File: config.mk
export PLATFORM = sky130hd
export DESIGN_NAME = xs3_seq_ctrl
export DESIGN_NICKNAME = d
export VERILOG_FILES = /design/src/rtl/xs3_seq_ctrl.sv
export SDC_FILE = /design/constraint.sdc
export NUM_CORES = 1
export LEC_CHECK = 0
export CORE_ASPECT_RATIO = 1.25
export CORE_MARGIN = 1.5
export CORE_UTILIZATION = 32
export DETAILED_ROUTE_END_ITERATION = 12
export GPL_ROUTABILITY_DRIVEN = 0
export PLACE_DENSITY = 0.62
export SYNTH_ARGS = -nofsm -noshare
export SYNTH_HDL_FRONTEND = slang
export SYNTH_SLANG_ARGS = --single-unit
File: constraint.sdc
create_clock -name clk -period 2.3 [get_ports clk]
set_clock_uncertainty 0.05 [all_clocks]
set_input_delay 0.46 -clock clk [delete_from_list [all_inputs] [get_ports clk]]
set_output_delay 0.46 -clock clk [all_outputs]
set_load 0.005 [all_outputs]
File: src/rtl/xs3_seq_ctrl.sv
// rtl/xs3_seq_ctrl.sv - sequential BCD to excess-3 converter, one digit per clock
module xs3_seq_ctrl #(
    parameter int NDIG = 4
) (
    input  logic              clk,
    input  logic              rst,
    input  logic              in_valid,
    output logic              in_ready,
    input  logic [4*NDIG-1:0] in_bcd,
    output logic              out_valid,
    input  logic              out_ready,
    output logic [4*NDIG-1:0] out_xs3,
    output logic [NDIG-1:0]   out_err,
    output logic              out_any_err,
    output logic              busy,
    output logic [7:0]        err_cnt
);

    localparam int IW = (NDIG > 1) ? $clog2(NDIG) : 1;

    typedef enum logic [1:0] {
        IDLE,
        CONV,
        DONE
    } state_t;

    state_t              state;
    logic [IW-1:0]       idx;
    logic [4*NDIG-1:0]   word;
    logic [3:0]          digit;
    logic [3:0]          nib;
    logic                inv;

    // Single shared converter, fed by the digit currently addressed by idx
    assign digit = word[4*idx +: 4];
    assign inv   = digit[3] & (digit[2] | digit[1]);
    assign nib   = inv ? 4'h0 : digit + 4'd3;

    assign in_ready    = (state == IDLE) && !rst;
    assign out_valid   = (state == DONE);
    assign busy        = (state != IDLE);
    assign out_any_err = |out_err;

    always_ff @(posedge clk) begin
        if (rst) begin
            state   <= IDLE;
            idx     <= '0;
            word    <= '0;
            out_xs3 <= '0;
            out_err <= '0;
            err_cnt <= 8'h00;
        end else begin
            case (state)
                IDLE: begin
                    if (in_valid) begin
                        word    <= in_bcd;
                        idx     <= '0;
                        out_xs3 <= '0;
                        out_err <= '0;
                        state   <= CONV;
                    end
                end
                CONV: begin
                    out_xs3[4*idx +: 4] <= nib;
                    out_err[idx]        <= inv;
                    if (idx == IW'(NDIG - 1)) begin
                        idx   <= '0;
                        state <= DONE;
                    end else begin
                        idx <= idx + 1'b1;
                    end
                end
                DONE: begin
                    if (out_ready) begin
                        state <= IDLE;
                        if (out_any_err && (err_cnt != 8'hFF))
                            err_cnt <= err_cnt + 8'd1;
                    end
                end
                default: state <= IDLE;
            endcase
        end
    end

endmodule

==> impl_metrics.csv <==
group,metric,value,unit
clocking,cts-root-buf,"clkbuf_8",
timing,slew_viol_final,0,
timing,grt_setup_unrepaired,"no",
worst_hold_path,hold-path-endpoint,"out_xs3[6]$_SDFFE_PP0P_",
routing,drt-total-wl,4.775,mm
worst_setup_path,r2r_cells,6,
synthesis,synth_seq_area_share,45.91,%
clocking,clk_path_buf_depth,2,
layout,area_growth,35.27,%
routing,vias,1869,
die,initial_core_util,33.51,%
synthesis,ys_top_cells_by_area,"dfxtp_1 (46%), nand2_1 (11%), a21oi_1 (6.5%)",
die,io_pins,52,
clocking,path_clk_slew,0.08,ns
layout,final_common_cell,"nand2_1",
synthesis,synth_edf_count,0,
synthesis,postSynthAreaPerCell,8.544,µm²
worst_setup_path,critPathKind,"flip-flop to primary output",
timing,slew_headroom,63.03,%
outcome,status,"complete, no violations",
synthesis,syn_area,0.002093,mm²
clocking,holdBufCountCts,0,
synthesis,synth_seq_cells,48,
timing,finalHoldViolations,0,
global_routing,antenna_found_initial,0,
routing,drtPass1Iterations,4,
synthesis,ys.warnings.count,0,
routing,viasPerCell,4.829,
routing,drt_iter0_markers,63,
worst_setup_path,r2r_slack,0.36,ns
global_routing,grt_pass1_vias,1743,
timing,tns,0,ns
power,ir_worst_vdd,0.2607,mV
worst_setup_path,crit_path_max_incr_delay,0.58,ns
worst_setup_path,timing.rr.start,"idx[0]$_SDFFE_PP0P_",
routing,remaining_drc_errors,0,
global_routing,grt_pass1_wl,7.969,mm
run,drv_cap,0,
power,leakagePower,0.001002,µW
synthesis,synth_ff_type,"dfxtp_1",
worst_setup_path,path_depth,2,
synthesis,yosys.area.top_type,"dfxtp_1",
global_routing,grtUsageTotal,14.58,%
layout,drive_gt1_share,8.609,%
synthesis,synthCells,245,
synthesis,synth.top_cell.area_share,45.91,%
worst_hold_path,hold_class,"flip-flop to flip-flop",
place,preCtsSetupSlack,0.1605,ns
die,core,0.006246,mm²
die,rows,32,
place,io_buffer_count,51,
clocking,numCtsBuffers,5,
worst_setup_path,critPathBufInv,1,
die,die_y,93.43,µm
timing,worstMarginPinSlew,0.5532,ns
timing,finalWorstSetupSlack,0.09977,ns
global_routing,grt_overflow,0,
synthesis,synth-async-reset-ratio,0,%
worst_hold_path,hold_path.startpoint,"out_xs3[6]$_SDFFE_PP0P_",
layout,fillers,670,
worst_setup_path,crit_slowest_cell,"or4_1",
worst_setup_path,crit_fanout,3,
worst_setup_path,arrival,1.69,ns
clocking,clock-sinks,48,
worst_setup_path,end_kind,"primary output",
worst_setup_path,required,1.79,ns
die,die_w,75.34,µm
synthesis,synth_fp_nets,274,
layout,final_cell_mix,"nand2_1 (59), clkdlybuf4s50_1 (51), dfxtp_1 (46)",
timing,clock.fmax,454.5,MHz
routing,drtAntennaViolNets,0,
worst_setup_path,cp-start-kind,"flip-flop",
global_routing,grt_start_max_net_pins,41,
layout,diodes,0,
clocking,htreeDepth,2,
timing,setup_violations,0,
die,dieArea,0.007039,mm²
routing,wl_per_cell,12.34,µm
power,power.density,562.6,mW/mm²
clocking,clk_latency,0.30,ns
worst_setup_path,path_cells,"or4_1 -> clkdlybuf4s50_1",
synthesis,ys_types,31,
layout,fin_nets,330,
worst_setup_path,reg2reg_to,"out_xs3[1]$_SDFFE_PP0P_",
worst_setup_path,cp_top_family,"simple AND/OR/NAND/NOR gates",
clocking,tritoncts,"built",
worst_hold_path,min_path_cells,2,
place,dp_hpwl,3.536,mm
timing,period_needed,2.200,ns
worst_setup_path,crit_start,"out_err[0]$_SDFFE_PP0P_",
timing,finalCritPeriodShare,95.66,%
==> power by group <==
part,internal (µW),total [µW],leakage (µW),switching [µW]
logic,102,201,0.000561,99.7
registers,855,877,0.000390,22.4
clock network,240,514,0.0000510,274
total,1200,1590,0.00100,396
==> timing repair <==
item	CTS	global route
gates resized for setup	0	2
endpoints found under the setup margin	0	4
buffers inserted	0	0
==> stage by stage <==
stage          hold WS, ns  std cells  total power, µW  util [%]  instance area [µm²]
3_3_place_gp        0.3853        379             1098     43.81                 2736
6_report            0.3947        387             1593     45.33                 2831
5_1_grt             0.4210        387             1670     45.33                 2831
2_1_floorplan       0.3831        245             1006         -                 2093
3_5_place_dp        0.3899        379             1101     43.81                 2736
4_1_cts             0.4014        387             1614     45.29                 2829
==> cell usage after synthesis (2+ instances only) <==
master	n
nand2_1	59
dfxtp_1	48
a21oi_1	27
o21ai_1	17
nor2_1	11
nand3_1	10
ha_1	9
inv_1	8
clkbuf_1	7
o31ai_1	6
or3_1	5
mux2_2	4
mux4_2	4
nor3_1	3
o21ai_0	3
or4_1	3
a31oi_1	2
mux2i_1	2
nand2b_1	2
nand4_1	2
nor2b_1	2
xor2_1	2
==> layout make-up <==
class | instances | area [µm²] | area share, %
clock buffers | 6 | 82.58 | 2.916
well taps | 85 | 106.4 | 3.756
multi-input cells | 181 | 1071 | 37.83
clock inverters | 2 | 10.01 | 0.3535
flip-flops and latches | 48 | 963.4 | 34.03
repair buffers | 57 | 568.0 | 20.06
inverters | 8 | 30.03 | 1.061
==> state kept, by name, indices dropped and copies added (netlist names) <==
name and cells:
out_xs3 16, word 16, err_cnt 8, out_err 4, idx 2, state 2
==> worst reg2reg max path: stages (launching register included) <==
cell and delay [ns]:
dfxtp_2 0.49, mux4_2 0.62, inv_1 0.08, ha_1 0.22
nor2_1 0.10, nand2_1 0.14, o21ai_1 0.17
==> layer usage <==
layer  wire length (µm)  share of wire (%)  track usage [%]
met2               2329                 49            23.32
met3                212                4.4            3.987
met5                  0                  0                0
met4                 70                1.5            4.911
met1               2163                 45            18.67
==> cells by family after synthesis <==
kind of cell,Yosys count,share of synthesized area (%)
xor gates and xnor gates,2,0.8370
and+or+nand+nor,101,21.70
AOI/OAI and AO/OA,59,15.84
adders and majority gates,9,5.380
DFF,48,45.91
buffers and inverters,16,2.929
muxes,10,7.412
==> worst max path at each step <==
stage,end
after global placement,in_ready
after detailed placement,in_ready
after CTS,out_any_err
after global routing,out_any_err
after floorplan,out_xs3[10]$_SDFFE_PP0P_
final,out_any_err
Note: power is estimated with default switching activity, not from simulation.
